[src/rtl/timer_ctrl_if.sv]
// -----------------------------------------------------------------------------
// timer_ctrl_if
//
// Bundles the user-side signals of timer_ctrl: the single-cycle button pulses
// and the timer's ring flag going in, and the timer control/edit registers
// going out.
//
//   master : drives btn_* and ring, observes the control outputs
//            (debounce stage / testbench side)
//   slave  : timer_ctrl itself
//
// Signals
//   btn_mode, btn_inc, btn_dec, btn_start, btn_clear : single-cycle pulses
//   ring                                             : ring from count_down_timer
//   hour_bcd, minute_bcd, second_bcd [7:0]           : BCD edit registers
//   set_timer, reset_timer                           : one-cycle timer pulses
//   pause                                            : 1 freezes the timer
//   edit_field [1:0]                                 : 0 none, 1 h, 2 m, 3 s
//   buzzer                                           : alarm drive
// -----------------------------------------------------------------------------
interface timer_ctrl_if;
  logic       btn_mode;
  logic       btn_inc;
  logic       btn_dec;
  logic       btn_start;
  logic       btn_clear;
  logic       ring;

  logic [7:0] hour_bcd;
  logic [7:0] minute_bcd;
  logic [7:0] second_bcd;
  logic       set_timer;
  logic       reset_timer;
  logic       pause;
  logic [1:0] edit_field;
  logic       buzzer;

  modport master (
    output btn_mode, btn_inc, btn_dec, btn_start, btn_clear, ring,
    input  hour_bcd, minute_bcd, second_bcd,
    input  set_timer, reset_timer, pause, edit_field, buzzer
  );

  modport slave (
    input  btn_mode, btn_inc, btn_dec, btn_start, btn_clear, ring,
    output hour_bcd, minute_bcd, second_bcd,
    output set_timer, reset_timer, pause, edit_field, buzzer
  );
endinterface

[src/rtl/timer_ctrl.sv]
// -----------------------------------------------------------------------------
// timer_ctrl
//
// User-facing sequencer for count_down_timer. Turns button pulses into the
// timer's set_timer / reset_timer / pause controls, owns the BCD edit
// registers feeding the timer's *_bcd_in ports and runs the alarm phase.
//
// Parameters
//   MAX_HOUR    : largest editable hour, BCD (default 8'h23)
//   RING_CYCLES : cycles the buzzer stays on before the alarm ends (>= 1)
//
// Ports
//   clk   : timer clock, one cycle per countdown step
//   rst_n : asynchronous reset, active low
//   bus   : timer_ctrl_if.slave (buttons + ring in, controls + fields out)
//
// Every output is a register; a button pulse in cycle N is reflected in
// state and outputs in cycle N+1.
// -----------------------------------------------------------------------------
module timer_ctrl #(
  parameter logic [7:0] MAX_HOUR    = 8'h23,
  parameter int         RING_CYCLES = 60
) (
  input  logic         clk,
  input  logic         rst_n,
  timer_ctrl_if.slave  bus
);

  localparam int CNT_W = (RING_CYCLES > 1) ? $clog2(RING_CYCLES) : 1;
  localparam logic [CNT_W-1:0] CNT_LAST = CNT_W'(RING_CYCLES - 1);
  localparam logic [7:0] MAX_MINSEC = 8'h59;

  typedef enum logic [2:0] {
    IDLE   = 3'd0,
    EDIT_H = 3'd1,
    EDIT_M = 3'd2,
    EDIT_S = 3'd3,
    RUN    = 3'd4,
    PAUSED = 3'd5,
    ALARM  = 3'd6
  } state_t;

  // ---------------------------------------------------------------------------
  // BCD helpers: the digits are manipulated directly, no binary intermediate.
  // ---------------------------------------------------------------------------
  function automatic logic [7:0] bcd_inc(input logic [7:0] v, input logic [7:0] top);
    logic [7:0] r;
    if (v == top) begin
      r = 8'h00;
    end else if (v[3:0] == 4'd9) begin
      r = {v[7:4] + 4'd1, 4'd0};
    end else begin
      r = {v[7:4], v[3:0] + 4'd1};
    end
    return r;
  endfunction

  function automatic logic [7:0] bcd_dec(input logic [7:0] v, input logic [7:0] top);
    logic [7:0] r;
    if (v == 8'h00) begin
      r = top;
    end else if (v[3:0] == 4'd0) begin
      r = {v[7:4] - 4'd1, 4'd9};
    end else begin
      r = {v[7:4], v[3:0] - 4'd1};
    end
    return r;
  endfunction

  // ---------------------------------------------------------------------------
  // State and output registers
  // ---------------------------------------------------------------------------
  state_t           state_q, state_d;
  logic [7:0]       hour_q, hour_d;
  logic [7:0]       minute_q, minute_d;
  logic [7:0]       second_q, second_d;
  logic             set_timer_q, set_timer_d;
  logic             reset_timer_q, reset_timer_d;
  logic             pause_q, pause_d;
  logic             buzzer_q, buzzer_d;
  logic [1:0]       edit_field_q, edit_field_d;
  logic [CNT_W-1:0] ring_cnt_q, ring_cnt_d;

  // ---------------------------------------------------------------------------
  // Button priority: clear > start > mode > inc > dec. Only the winner is seen
  // by the state logic; lower-priority pulses in the same cycle are dropped.
  // ---------------------------------------------------------------------------
  logic ev_clear, ev_start, ev_mode, ev_inc, ev_dec, any_btn;

  always_comb begin
    ev_clear = bus.btn_clear;
    ev_start = bus.btn_start & ~bus.btn_clear;
    ev_mode  = bus.btn_mode  & ~bus.btn_start & ~bus.btn_clear;
    ev_inc   = bus.btn_inc   & ~bus.btn_mode  & ~bus.btn_start & ~bus.btn_clear;
    ev_dec   = bus.btn_dec   & ~bus.btn_inc   & ~bus.btn_mode  & ~bus.btn_start
                             & ~bus.btn_clear;
    any_btn  = bus.btn_clear | bus.btn_start | bus.btn_mode | bus.btn_inc | bus.btn_dec;
  end

  logic fields_nonzero;
  assign fields_nonzero = (hour_q != 8'h00) || (minute_q != 8'h00) || (second_q != 8'h00);

  // ---------------------------------------------------------------------------
  // Next-state and next-output logic
  // ---------------------------------------------------------------------------
  always_comb begin
    state_d       = state_q;
    hour_d        = hour_q;
    minute_d      = minute_q;
    second_d      = second_q;
    set_timer_d   = 1'b0;
    reset_timer_d = 1'b0;
    ring_cnt_d    = ring_cnt_q;

    unique case (state_q)
      IDLE: begin
        if (ev_clear) begin
          reset_timer_d = 1'b1;
        end else if (ev_start) begin
          // Starting a zero preset would ring immediately; ignore it.
          if (fields_nonzero) state_d = RUN;
        end else if (ev_mode) begin
          state_d = EDIT_H;
        end
      end

      EDIT_H, EDIT_M, EDIT_S: begin
        if (ev_clear) begin
          hour_d   = 8'h00;
          minute_d = 8'h00;
          second_d = 8'h00;
        end else if (ev_start) begin
          // start has no meaning while editing, and it still masks mode/inc/dec
        end else if (ev_mode) begin
          case (state_q)
            EDIT_H:  state_d = EDIT_M;
            EDIT_M:  state_d = EDIT_S;
            default: begin
              // Leaving the editor loads the preset; fields stay put afterwards.
              state_d     = IDLE;
              set_timer_d = 1'b1;
            end
          endcase
        end else if (ev_inc || ev_dec) begin
          case (state_q)
            EDIT_H:  hour_d   = ev_inc ? bcd_inc(hour_q,   MAX_HOUR)   : bcd_dec(hour_q,   MAX_HOUR);
            EDIT_M:  minute_d = ev_inc ? bcd_inc(minute_q, MAX_MINSEC) : bcd_dec(minute_q, MAX_MINSEC);
            default: second_d = ev_inc ? bcd_inc(second_q, MAX_MINSEC) : bcd_dec(second_q, MAX_MINSEC);
          endcase
        end
      end

      RUN: begin
        // start/clear beat ring arriving in the same cycle.
        if (ev_clear) begin
          state_d       = IDLE;
          reset_timer_d = 1'b1;
        end else if (ev_start) begin
          state_d = PAUSED;
        end else if (bus.ring) begin
          state_d    = ALARM;
          ring_cnt_d = '0;
        end
      end

      PAUSED: begin
        if (ev_clear) begin
          state_d       = IDLE;
          reset_timer_d = 1'b1;
        end else if (ev_start) begin
          state_d = RUN;
        end
      end

      ALARM: begin
        // The counter holds the index of the current buzzer cycle, so the
        // exit fires at the end of cycle RING_CYCLES.
        if (any_btn || (ring_cnt_q == CNT_LAST)) begin
          state_d       = IDLE;
          reset_timer_d = 1'b1;
        end else begin
          ring_cnt_d = ring_cnt_q + 1'b1;
        end
      end

      default: begin
        state_d = IDLE;
      end
    endcase

    // Level outputs are decoded from the next state so they are registered
    // alongside it and change in the same cycle as the state.
    pause_d  = (state_d != RUN);
    buzzer_d = (state_d == ALARM);
    case (state_d)
      EDIT_H:  edit_field_d = 2'd1;
      EDIT_M:  edit_field_d = 2'd2;
      EDIT_S:  edit_field_d = 2'd3;
      default: edit_field_d = 2'd0;
    endcase
  end

  // ---------------------------------------------------------------------------
  // Registers
  // ---------------------------------------------------------------------------
  always_ff @(posedge clk or negedge rst_n) begin
    if (!rst_n) begin
      state_q       <= IDLE;
      hour_q        <= 8'h00;
      minute_q      <= 8'h00;
      second_q      <= 8'h00;
      set_timer_q   <= 1'b0;
      reset_timer_q <= 1'b0;
      pause_q       <= 1'b1;
      buzzer_q      <= 1'b0;
      edit_field_q  <= 2'd0;
      ring_cnt_q    <= '0;
    end else begin
      state_q       <= state_d;
      hour_q        <= hour_d;
      minute_q      <= minute_d;
      second_q      <= second_d;
      set_timer_q   <= set_timer_d;
      reset_timer_q <= reset_timer_d;
      pause_q       <= pause_d;
      buzzer_q      <= buzzer_d;
      edit_field_q  <= edit_field_d;
      ring_cnt_q    <= ring_cnt_d;
    end
  end

  // ---------------------------------------------------------------------------
  // Outputs
  // ---------------------------------------------------------------------------
  assign bus.hour_bcd    = hour_q;
  assign bus.minute_bcd  = minute_q;
  assign bus.second_bcd  = second_q;
  assign bus.set_timer   = set_timer_q;
  assign bus.reset_timer = reset_timer_q;
  assign bus.pause       = pause_q;
  assign bus.buzzer      = buzzer_q;
  assign bus.edit_field  = edit_field_q;

endmodule
[src/flat_wrapper.sv]
// flat-port wrapper written by rule: the top's interface ports become plain ports
module timer_ctrl_flat 
#(
  parameter logic [7:0] MAX_HOUR    = 8'h23,
  parameter int         RING_CYCLES = 60
)
  (clk, rst_n, bus_btn_mode, bus_btn_inc, bus_btn_dec, bus_btn_start, bus_btn_clear, bus_ring, bus_hour_bcd, bus_minute_bcd, bus_second_bcd, bus_set_timer, bus_reset_timer, bus_pause, bus_edit_field, bus_buzzer);
  timer_ctrl_if bus_i ();
  input  logic clk;
  input  logic rst_n;
  input wire logic [$bits(bus_i.btn_mode)-1:0] bus_btn_mode;
  input wire logic [$bits(bus_i.btn_inc)-1:0] bus_btn_inc;
  input wire logic [$bits(bus_i.btn_dec)-1:0] bus_btn_dec;
  input wire logic [$bits(bus_i.btn_start)-1:0] bus_btn_start;
  input wire logic [$bits(bus_i.btn_clear)-1:0] bus_btn_clear;
  input wire logic [$bits(bus_i.ring)-1:0] bus_ring;
  output wire logic [$bits(bus_i.hour_bcd)-1:0] bus_hour_bcd;
  output wire logic [$bits(bus_i.minute_bcd)-1:0] bus_minute_bcd;
  output wire logic [$bits(bus_i.second_bcd)-1:0] bus_second_bcd;
  output wire logic [$bits(bus_i.set_timer)-1:0] bus_set_timer;
  output wire logic [$bits(bus_i.reset_timer)-1:0] bus_reset_timer;
  output wire logic [$bits(bus_i.pause)-1:0] bus_pause;
  output wire logic [$bits(bus_i.edit_field)-1:0] bus_edit_field;
  output wire logic [$bits(bus_i.buzzer)-1:0] bus_buzzer;
  assign bus_i.btn_mode = bus_btn_mode;
  assign bus_i.btn_inc = bus_btn_inc;
  assign bus_i.btn_dec = bus_btn_dec;
  assign bus_i.btn_start = bus_btn_start;
  assign bus_i.btn_clear = bus_btn_clear;
  assign bus_i.ring = bus_ring;
  assign bus_hour_bcd = bus_i.hour_bcd;
  assign bus_minute_bcd = bus_i.minute_bcd;
  assign bus_second_bcd = bus_i.second_bcd;
  assign bus_set_timer = bus_i.set_timer;
  assign bus_reset_timer = bus_i.reset_timer;
  assign bus_pause = bus_i.pause;
  assign bus_edit_field = bus_i.edit_field;
  assign bus_buzzer = bus_i.buzzer;
  timer_ctrl #(.MAX_HOUR(MAX_HOUR), .RING_CYCLES(RING_CYCLES)) u_core (.clk(clk), .rst_n(rst_n), .bus(bus_i));
endmodule
[config.mk]
export PLATFORM = sky130hd
export DESIGN_NAME = timer_ctrl_flat
export DESIGN_NICKNAME = d
export VERILOG_FILES = /design/src/rtl/timer_ctrl_if.sv /design/src/rtl/timer_ctrl.sv /design/src/flat_wrapper.sv
export SDC_FILE = /design/constraint.sdc
export NUM_CORES = 1
export LEC_CHECK = 0
export CAP_MARGIN = 0
export CORE_ASPECT_RATIO = 2
export CORE_MARGIN = 4
export CORE_UTILIZATION = 56
export DETAILED_ROUTE_END_ITERATION = 8
export PLACE_DENSITY_LB_ADDON = 0.25
export SLEW_MARGIN = 20
export SYNTH_ARGS = -nofsm -noshare
export SYNTH_HDL_FRONTEND = slang
export SYNTH_SLANG_ARGS = --single-unit
[constraint.sdc]
create_clock -name clk -period 2.3 [get_ports clk]
set_clock_uncertainty 0.1 [all_clocks]
set_input_delay 0.46 -clock clk [delete_from_list [all_inputs] [get_ports clk]]
set_output_delay 0.46 -clock clk [all_outputs]
set_load 0.005 [all_outputs]
==> results of run 1 <==
layer usage:
metal | share of wire, % | vias up
met5 | 0 | -
met4 | 4.5 | 0
met3 | 3.7 | 32
met2 | 55 | 89
met1 | 36 | 1500
li1 | - | 1438
worst reg2reg max path: stages (launching register included):
cell and delay [ns]:
dfrtp_1 0.39, inv_1 0.14, ha_4 0.17, or3b_2 0.48, buf_4 0.16, or3_1 0.35
o311ai_1 0.10, o21ai_1 0.11, o21ai_1 0.12
power by group through the flow:
stage,combinational (mW),clock [mW],sequential (mW)
finish,2.66,0.472,1.05
global route,2.93,0.505,1.08
CTS,2.58,0.479,1.05
detailed placement,2.57,0,1.06
global placement,2.50,0,1.05
floorplan,1.45,0,1.12
how the worst min path moves through the flow:
stage	endpoint	slack (ns)	depth (start not counted)
2_1_floorplan	u_core.bus.buzzer	0.06	0
3_3_place_gp	u_core.ring_cnt_q[1]	0.40	2
3_5_place_dp	u_core.ring_cnt_q[0]	0.42	1
4_1_cts	u_core.bus.set_timer	0.13	2
5_1_grt	u_core.bus.set_timer	0.15	2
6_report	u_core.bus.set_timer	0.11	2
cells by family (layout without fill, tap and decap cells):
logic type                 count (synthesis)  count (layout)
buffers and inverters                     35             126
AOI/OAI and AO/OA                         96              96
and+or+nand+nor                          138             139
DFF                                       39              39
xor gates and xnor gates                   8               8
muxes                                      8               8
adders and majority gates                 19              19
state kept, by name (all words and copies together), names as in the netlist:
signal	flops
u_core.bus.buzzer	1
u_core.bus.edit_field	2
u_core.bus.hour_bcd	8
u_core.bus.minute_bcd	8
u_core.bus.pause	1
u_core.bus.reset_timer	1
u_core.bus.second_bcd	8
u_core.bus.set_timer	1
u_core.ring_cnt_q	6
u_core.state_q	3
layout by cell type (no fill, tap or decap), types with 15 or more instances in the layout:
cell type / instances
a21oi_1: 16
buf_4: 62
clkdlybuf4s50_1: 32
dfrtp_1: 38
ha_1: 18
inv_1: 19
nand2_1: 32
nand3_1: 15
nor2_1: 30
o21ai_0: 23
metrics by stage:
stage / hold slack (ns) / area (um^2)
2_1_floorplan: 0.0644 / 2970
3_3_place_gp: 0.402 / 3760
3_5_place_dp: 0.423 / 3760
4_1_cts: 0.126 / 3840
5_1_grt: 0.149 / 3910
6_report: 0.112 / 3910
area by class of cell:
| class | instances | area, um^2 | share of cell area [%] |
|---|---|---|---|
| flip-flops and latches | 39 | 977 | 25.0 |
| repair buffers | 99 | 837 | 21.4 |
| well taps | 58 | 72.6 | 1.86 |
| inverters | 19 | 71.3 | 1.83 |
| clock buffers | 5 | 68.8 | 1.76 |
| multi-input cells | 270 | 1870 | 47.7 |
| clock inverters | 3 | 15.0 | 0.384 |
timing repair:
action / 4_1_cts / 5_1_grt
cloned: 0 / 1
resized for setup: 2 / 8
setup buffers: 0 / 2
setup endpoints to repair: 7 / 22
endpoints found under the hold margin: 0 / 0
pin swaps: 1 / 2
==> summary.txt, run 1 <==
Final layout
  • Fillers: 390
  • Layout cell share with drive strength beyond 1: 21.6%
  • Nets: 461
  • Fin util: 76.0%
  • Non-filler cells, final: 493
  • ANT cells: 0
  • Synthesis-to-finish area growth: 31.4%

Setup path
  • Critical Path Max Stage Delay: 0.47 ns
  • Timing endpoint of the critical path: u_core.bus.hour_bcd[6]
  • Worst Path Required: 2.43 ns
  • Crit path launch type: register
  • Crit-path cells: inv_1 > ha_4 > or3b_2 > buf_4 > or3_1 > o311ai_1 > o21ai_1 > o21ai_1
  • Reg2Reg Launch Point: u_core.bus.hour_bcd[1]
  • Crit end category: register
  • CP max FO: 4
  • CP most frequent cell: o21ai_1
  • Critical R2R Capture: u_core.bus.hour_bcd[6]
  • Buffers and inverters on the worst path: 2
  • Family with the most delay on the worst path: simple AND/OR/NAND/NOR gates
  • WP depth: 8
  • Critical path type: reg2reg
  • Crit-path slowest cell: or3b_2
  • Worst EP arrival: 2.31 ns
  • Crit path launch: u_core.bus.hour_bcd[1]
  • R2R Setup Slk: 0.12 ns
  • Worst reg2reg path depth: 8

STA
  • Final setup fails: 0
  • Achievable Freq: 459 MHz
  • Worst slew pin tran: 0.715 ns
  • Final period util: 94.6%
  • Minimum clock period: 2.18 ns
  • Final Hold Fails: 0
  • Setup TNS Final: 0 ns
  • Final setup margin: 0.123 ns
  • Slew headroom: 51.9%
  • Final Max Tran Viols: 0

Logic synthesis
  • EDFF count, synth: 0
  • Synth warnings: 0
  • Post-Synth Adder-Cell Area: 7.99%
  • Mapped Cells: 343
  • Commonest cells in the netlist: dfrtp_1 (38), nand2_1 (32), nor2_1 (30)
  • Yosys reg bits: 39
  • Most frequent cell after synthesis: dfrtp_1
  • FFs w/ async S/R, synth: 100%
  • Synthesized net count: 370
  • Post-Syn Area per Cell: 8.67 um^2
  • Post-synth top area cell: dfrtp_1
  • Xor/xnor share of the synthesized area: 2.36%
  • Post-synthesis mux area share: 2.86%
  • Primary FF master, synth: dfrtp_1
  • Simple-Gate Fraction of Synth Area: 25.4%
  • Cell variety after synth: 69
  • Sequential share of the synthesized area: 32.9%
  • Ranking of synthesized cells by area: dfrtp_1 (32%), ha_1 (8.0%), nand2_1 (4.0%), o21ai_0 (3.9%), nor2_1 (3.8%)
  • Post-synth top area share: 32.0%
  • Main combinational cell family by area after synthesis: simple AND/OR/NAND/NOR gates
  • Post-Syn Area: 2970 um^2
  • Synth Area in Compound Gates: 22.6%

Die
  • I/O pin total: 38
  • Initial Util: 57.9%
  • Die ar.: 6610 um^2
  • Core area: 5140 um^2
  • Die H: 111 um
  • Rows: 37
  • Die Span X: 59.5 um

Global routing
  • Total GRT Usage: 26.4%
  • GRT busiest layer: met2
  • Number of global-route vias before repair: 3166
  • Grt met3 use: 4.66%
  • First-pass GRT wire length: 13800 um
  • Gr ovfl total: 0
  • Initial antenna violation count: 0
  • Maximum number of pins on one net before global-route repair: 40
  • GRT met1 Usage: 26.3%
  • Global-route track usage on met2: 47.6%

Pwr
  • LEAKAGE: 1.74 nW
  • Switching power: 1.79 mW
  • Pwr/cell area: 1070 nW/um^2
  • P_int: 2.39 mW
  • Sequential share of power: 25.2%
  • Combinational power share: 63.5%
  • Peak VDD IR: 0.930 mV
  • Clock power frac: 11.3%
  • Tot Pwr: 4.18 mW
  • Switching share of power: 42.8%

Placed design
  • Routability cong.: 0.871
  • Post-Place Setup Slack: -0.368 ns
  • DPL Wire Length: 6130 um
  • Dpl cells: 482
  • Port bufs: 37

Run
  • Max_cap viols: 0

Route
  • Vias per cell: 6.20
  • Vias: 3059
  • WL final: 8290 um
  • DRC errors left: 0
  • Starting DRT DRC Count: 140
  • DRT antenna net count: 0
  • Drt first pass iters: 5
  • Drt wl/cell: 16.8 um

Clock network
  • CTS tree: built
  • # hold bufs at CTS: 0
  • Num CTS Buffers: 5
  • Max Root-Sink Buffers: 2
  • Clock-pin transition on the worst setup and hold timing paths: 0.08 ns
  • Total clock sinks: 39
  • Worst skew pair latency: 0.30 ns
  • Clk Tree Root Cell: clkbuf_8
  • H-tree depth: 2

Hold path
  • Min-delay worst type: in2async

Run status
  • Status: completed
No activity file was read; power rests on OpenSTA's default activity.
==> run 2, diff against run 1 <==
- MAX_ROUTING_LAYER: unset -> met4
==> run 2 against run 1 <==
Effect of this change:
- clock power is essentially flat
- sequential share of layout area did not move
- power increased by 0.32%
- die area is the same
- sequential power about the same
- non-clock buffer count unchanged
==> summary.txt, run 2 (synthesis results as in run 1) <==
Hold path
  • Min-delay worst type: in2async

Global routing
  • Total GRT Usage: 27.0% (+0.65 points)
  • First-pass GRT wire length: 13800 um (-0.20%)
  • Number of global-route vias before repair: 3165 (-0.032%)
  • Initial antenna violation count: 0 (unchanged)
  • Gr ovfl total: 0 (unchanged)
  • Maximum number of pins on one net before global-route repair: 40 (unchanged)

Clock network
  • CTS tree: built
  • Clk Tree Root Cell: clkbuf_8
  • Num CTS Buffers: 5 (unchanged)
  • Clock-pin transition on the worst setup and hold timing paths: 0.08 ns (about the same)
  • Worst skew pair latency: 0.30 ns (about the same)
  • H-tree depth: 2 (unchanged)
  • Total clock sinks: 39 (unchanged)
  • Max Root-Sink Buffers: 2 (unchanged)

Setup path
  • Worst Path Required: 2.43 ns (about the same)
  • Critical path type: reg2reg
  • Crit-path cells: inv_1 > ha_4 > or3b_2 > buf_4 > or3_1 > o311ai_1 > o21ai_1 > o21ai_1
  • CP most frequent cell: o21ai_1
  • Crit end category: register
  • Crit-path slowest cell: or3b_2
  • Crit path launch type: register
  • CP max FO: 4 (unchanged)
  • Critical Path Max Stage Delay: 0.48 ns (about the same)
  • Worst EP arrival: 2.34 ns (+0.03 ns)

Route
  • Drt first pass iters: 4 (-1)
  • Starting DRT DRC Count: 140 (unchanged)
  • Vias: 3061 (+0.065%)
  • Met3 wire length: 355 um (+16%)
  • Vias per cell: 6.21 (about the same)
  • WL final: 8370 um (+0.88%)
  • Drt wl/cell: 17.0 um (+0.88%)
  • Metal2 WL: 4630 um (+0.63%)
  • DRC errors left: 0 (unchanged)
  • Top Layer Used: met4
  • DRT met1 WL: 3030 um (+0.63%)
  • DRT antenna net count: 0 (unchanged)

Final layout
  • Commonest non-fill, non-tap cell in the layout: buf_4
  • Fin util: 76.0% (unchanged)
  • Commonest non-fill, non-tap cells in the layout: buf_4 (62), dfrtp_1 (38), nand2_1 (32), clkdlybuf4s50_1 (32), nor2_1 (30)
  • Layout cell share with drive strength beyond 1: 21.6% (unchanged)
  • Non-filler cells, final: 493 (unchanged)
  • Synthesis-to-finish area growth: 31.4% (unchanged)
  • Fillers: 390 (unchanged)
  • Register area: 977 um^2 (unchanged)
  • Nets: 461 (unchanged)
  • ANT cells: 0 (unchanged)
  • Area of the multi-input gates: 1870 um^2 (unchanged)
  • Final instance area: 3910 um^2 (unchanged)

Die
  • Rows: 37 (unchanged)
  • Die Span X: 59.5 um (unchanged)
  • Die H: 111 um (unchanged)
  • Initial Util: 57.9% (unchanged)
  • Die ar.: 6610 um^2 (unchanged)
  • I/O pin total: 38 (unchanged)
  • Core area: 5140 um^2 (unchanged)

STA
  • Final setup margin: 0.0933 ns (-0.0302 ns)
  • Slew headroom: 51.6% (-0.29 points)
  • Achievable Freq: 453 MHz (-1.4%)
  • Minimum clock period: 2.21 ns (+0.0302 ns)
  • Worst slew pin tran: 0.719 ns (+0.00431 ns)
  • Final Max Tran Viols: 0 (unchanged)
  • Hold_ws: 0.112 ns (+0.000568 ns)
  • Setup TNS Final: 0 ns (unchanged)
  • Final period util: 95.9% (+1.3 points)
  • Final setup fails: 0 (unchanged)
  • Final Hold Fails: 0 (unchanged)

Run status
  • Status: completed

Pwr
  • P_int: 2.39 mW (about the same)
  • Peak VDD IR: 0.949 mV (+2.0%)
  • LEAKAGE: 1.74 nW (unchanged)
  • Tot Pwr: 4.19 mW (+0.32%)
  • Combinational power share: 63.6% (about the same)
  • Clock power frac: 11.3% (about the same)
  • Switching power: 1.80 mW (+0.74%)
  • Pwr/cell area: 1070 nW/um^2 (+0.32%)
  • Sequential share of power: 25.1% (about the same)
  • Switching share of power: 43.0% (+0.18 points)

Placed design
  • Dpl cells: 482 (unchanged)
  • Area post-placement: 3760 um^2 (unchanged)
  • DPL Wire Length: 6130 um (unchanged)
  • Routability cong.: 0.885 (+1.6%)
  • Post-Place Setup Slack: -0.368 ns (unchanged)
  • Port bufs: 37 (unchanged)

Run
  • Max_cap viols: 0 (unchanged)
==> run 2: cell counts in the layout (fill, tap and decap cells not counted) <==
No cell type changed its count.
==> run 2: power groups by stage <==
stage | clock network, mW | logic [mW] | registers (mW)
3_5_place_dp | 0 | 2.57 | 1.06
6_report | 0.472 | 2.67 | 1.05
2_1_floorplan | 0 | 1.45 | 1.12
3_3_place_gp | 0 | 2.50 | 1.05
4_1_cts | 0.479 | 2.58 | 1.05
5_1_grt | 0.507 | 2.93 | 1.08
==> run 2: final cells by class <==
type	count	share of cell area (%)
well taps	58	1.86
repair buffers	99	21.4
clock buffers	5	1.76
inverters	19	1.83
flip-flops and latches	39	25.0
multi-input cells	270	47.7
clock inverters	3	0.384
==> run 2: final timing paths <==
kind / start / endpoint / slack, ns / depth (start not counted)
setup / recovery: u_core.bus.hour_bcd[1] / u_core.bus.hour_bcd[6] / 0.09 / 8
hold / removal: rst_n / u_core.bus.minute_bcd[6] / 0.11 / 2
setup reg to reg: u_core.bus.hour_bcd[1] / u_core.bus.hour_bcd[6] / 0.09 / 8
hold reg to reg: u_core.ring_cnt_q[0] / u_core.ring_cnt_q[0] / 0.44 / 1
max in group asynchronous: rst_n / u_core.bus.pause / 1.63 / 2
min in group clk: u_core.ring_cnt_q[0] / u_core.ring_cnt_q[0] / 0.44 / 1
==> run 2: metal layers <==
metal	up-vias	global-route usage, %
met2	101	47.4
met3	31	4.66
li1	1437	-
met1	1492	26.3
met5	-	-
met4	0	15.7
==> run 2: repair_timing <==
action	in CTS	in global routing
setup endpoints to repair	7	22
hold buffers	0	0
setup buffers	0	2
gates cloned	0	1
resized for setup	2	8
pin swaps	1	2
==> run 2: worst max-delay path, delay by kind of cell, from the launching register on <==
family	cells	cell delay [ns]
buffers and inverters	2	0.31
AOI/OAI and AO/OA	3	0.36
adders and majority gates	1	0.17
DFF	1	0.39
and+or+nand+nor	2	0.83
==> run 3, diff against run 2 <==
- CORE_UTILIZATION: 56 -> 64
- DONT_BUFFER_PORTS: unset -> 1
==> run 3 against run 2 <==
Effect of this change:
- sequential cell count unchanged
- cell count decreased by 15%
- non-clock buffer count decreased by 70
- critical path depth decreased by 3
- clock power increased by 49%
- combinational power decreased by 19%
- hold slack improved by 0.033 ns
- sequential share of layout area increased by 4.5 points
- first-iteration DRC count increased by 5.0%
- count of clock-buffer cells in the layout unchanged
- largest power group unchanged
- register-to-register slack improved by 0.04 ns
==> summary.txt, run 3 (synthesis results as in run 1) <==
Run status
  • Status: completed

Route
  • DRT antenna net count: 0 (unchanged)
  • Vias per cell: 6.66 (+7.3%)
  • Vias: 2785 (-9.0%)
  • WL final: 7610 um (-9.0%)
  • DRC errors left: 0 (unchanged)
  • Starting DRT DRC Count: 147 (+5.0%)
  • Drt wl/cell: 18.2 um (+7.3%)
  • Drt first pass iters: 4 (unchanged)

Setup path
  • Crit path launch type: register
  • CP max FO: 11 (+7)
  • Crit-path cells: nor4bb_1 > xnor2_1 > nor2_1 > or3_1 > or3b_1
  • Worst reg2reg path depth: 5 (-3)
  • Reg2Reg Launch Point: u_core.state_q[0]
  • R2R Setup Slk: 0.13 ns (+0.04 ns)
  • Critical Path Max Stage Delay: 0.54 ns (+0.06 ns)
  • Crit end category: register
  • Crit-path slowest cell: dfrtp_1
  • Critical R2R Capture: u_core.bus.pause
  • Worst EP arrival: 2.30 ns (-0.04 ns)
  • Critical path type: reg2reg
  • Worst Path Required: 2.43 ns (about the same)

Clock network
  • Clock-pin transition on the worst setup and hold timing paths: 0.08 ns (about the same)
  • Total clock sinks: 39 (unchanged)
  • CTS tree: built
  • Clk Tree Root Cell: clkbuf_8
  • Num CTS Buffers: 5 (unchanged)
  • Worst skew pair latency: 0.30 ns (about the same)
  • H-tree depth: 2 (unchanged)
  • Setup Buffers After CTS: 0 (unchanged)
  • Max Root-Sink Buffers: 2 (unchanged)

Hold path
  • Min-delay worst type: in2reg
  • Hold Startpoint: bus_btn_clear
  • Hold path endpoint: u_core.bus.minute_bcd[7]
  • WHS Path Cells: 1

Placed design
  • Routability cong.: 0.901 (+1.8%)
  • Port bufs: 0 (-100%)
  • Area post-placement: 3140 um^2 (-16%)
  • DPL Wire Length: 5530 um (-9.7%)

Die
  • Core area: 4420 um^2 (-14%)
  • Die H: 104 um (-6.0%)
  • Rows: 34 (-8.1%)
  • Initial Util: 67.2% (+9.3 points)
  • Die ar.: 5870 um^2 (-11%)
  • I/O pin total: 38 (unchanged)
  • Die Span X: 56.2 um (-5.6%)

Final layout
  • Nets: 390 (-15%)
  • Fillers: 336 (-14%)
  • Fin util: 74.9% (-1.1 points)
  • Commonest non-fill, non-tap cell in the layout: dfrtp_1
  • ANT cells: 0 (unchanged)
  • Commonest non-fill, non-tap cells in the layout: dfrtp_1 (38), nand2_1 (32), nor2_1 (30)
  • Synthesis-to-finish area growth: 11.4%
  • Layout cell share with drive strength beyond 1: 15.4% (-6.2 points)
  • Final instance area: 3310 um^2 (-15%)

STA
  • Final period util: 94.3% (-1.6 points)
  • Final setup fails: 0 (unchanged)
  • Achievable Freq: 461 MHz (+1.7%)
  • Minimum clock period: 2.17 ns (-0.0371 ns)
  • Final Hold Fails: 0 (unchanged)
  • Final Max Tran Viols: 0 (unchanged)
  • RSZ-0062 raised after global routing: true
  • Worst slew pin tran: 0.757 ns (+0.0375 ns)
  • Slew headroom: 49.1% (-2.5 points)

Global routing
  • Maximum number of pins on one net before global-route repair: 40 (unchanged)
  • Initial antenna violation count: 0 (unchanged)
  • Total GRT Usage: 27.7% (+0.68 points)
  • First-pass GRT wire length: 13000 um (-6.1%)
  • Gr ovfl total: 0 (unchanged)
  • Number of global-route vias before repair: 2852 (-9.9%)

Pwr
  • Pwr/cell area: 1200 nW/um^2 (+11%)
  • Tot Pwr: 3.96 mW (-5.5%)
  • Peak VDD IR: 0.888 mV (-6.4%)
  • LEAKAGE: 1.43 nW (-18%)

Run
  • Max_cap viols: 0 (unchanged)
==> run 3: final cells by class <==
cell class / count / area [um^2] / share of cell area (%)
Clock buffer: 5 / 68.8 / 2.08
Clock inverter: 3 / 67.6 / 2.04
Inverter: 19 / 71.3 / 2.15
Multi-Input combinational cell: 269 / 1830 / 55.2
Sequential cell: 39 / 977 / 29.5
Tap cell: 54 / 67.6 / 2.04
Timing Repair Buffer: 29 / 233 / 7.02
==> run 3: metrics by stage <==
| step | hold WS (ns) | TNS (ns) | setup WS [ns] | std cells |
|---|---|---|---|---|
| final | 0.146 | 0 | 0.130 | 418 |
| after global routing | 0.140 | -0.0970 | -0.0624 | 418 |
| after CTS | 0.149 | 0 | 0.0404 | 418 |
| after detailed placement | 0.0653 | 0 | 0.0265 | 408 |
| after global placement | 0.0653 | 0 | 0.0827 | 408 |
| after floorplan | 0.0644 | 0 | 0.189 | 343 |
==> run 3: worst max-delay path, delay by kind of cell (launching register included) <==
kind | cells | cell delay, ns
xor gates and xnor gates | 1 | 0.19
DFF | 1 | 0.54
and+or+nand+nor | 4 | 1.26
==> run 3: how the worst max path moves through the flow <==
| stage | startpoint | to | slack [ns] | cells after the start |
|---|---|---|---|---|
| 3_5_place_dp | u_core.bus.minute_bcd[1] | u_core.bus.pause | 0.03 | 7 |
| 5_1_grt | u_core.bus.hour_bcd[1] | u_core.bus.hour_bcd[7] | -0.06 | 7 |
| 6_report | u_core.state_q[0] | u_core.bus.pause | 0.13 | 5 |
| 3_3_place_gp | u_core.bus.minute_bcd[1] | u_core.bus.pause | 0.08 | 7 |
| 4_1_cts | u_core.bus.minute_bcd[5] | u_core.bus.pause | 0.04 | 7 |
| 2_1_floorplan | bus_btn_mode | u_core.bus.second_bcd[1] | 0.19 | 8 |
==> run 3: timing repair <==
item,in CTS,in global routing
endpoints found under the hold margin,39,0
resized for setup,1,1
setup endpoints to repair,1,2
hold buffers,2,0
==> run 3: report_power, final <==
part	switching [mW]	internal, mW	leakage [nW]	total [mW]
registers	0.207	0.881	0.522	1.09
logic	1.26	0.907	0.845	2.17
clock network	0.269	0.433	0.0644	0.702
==> run 3: layer usage <==
layer  share of wire, %  GRT usage, %
met1                 35          28.4
met2                 55          48.6
met3                5.2          4.35
met4                5.2          15.8
met5                  0             -
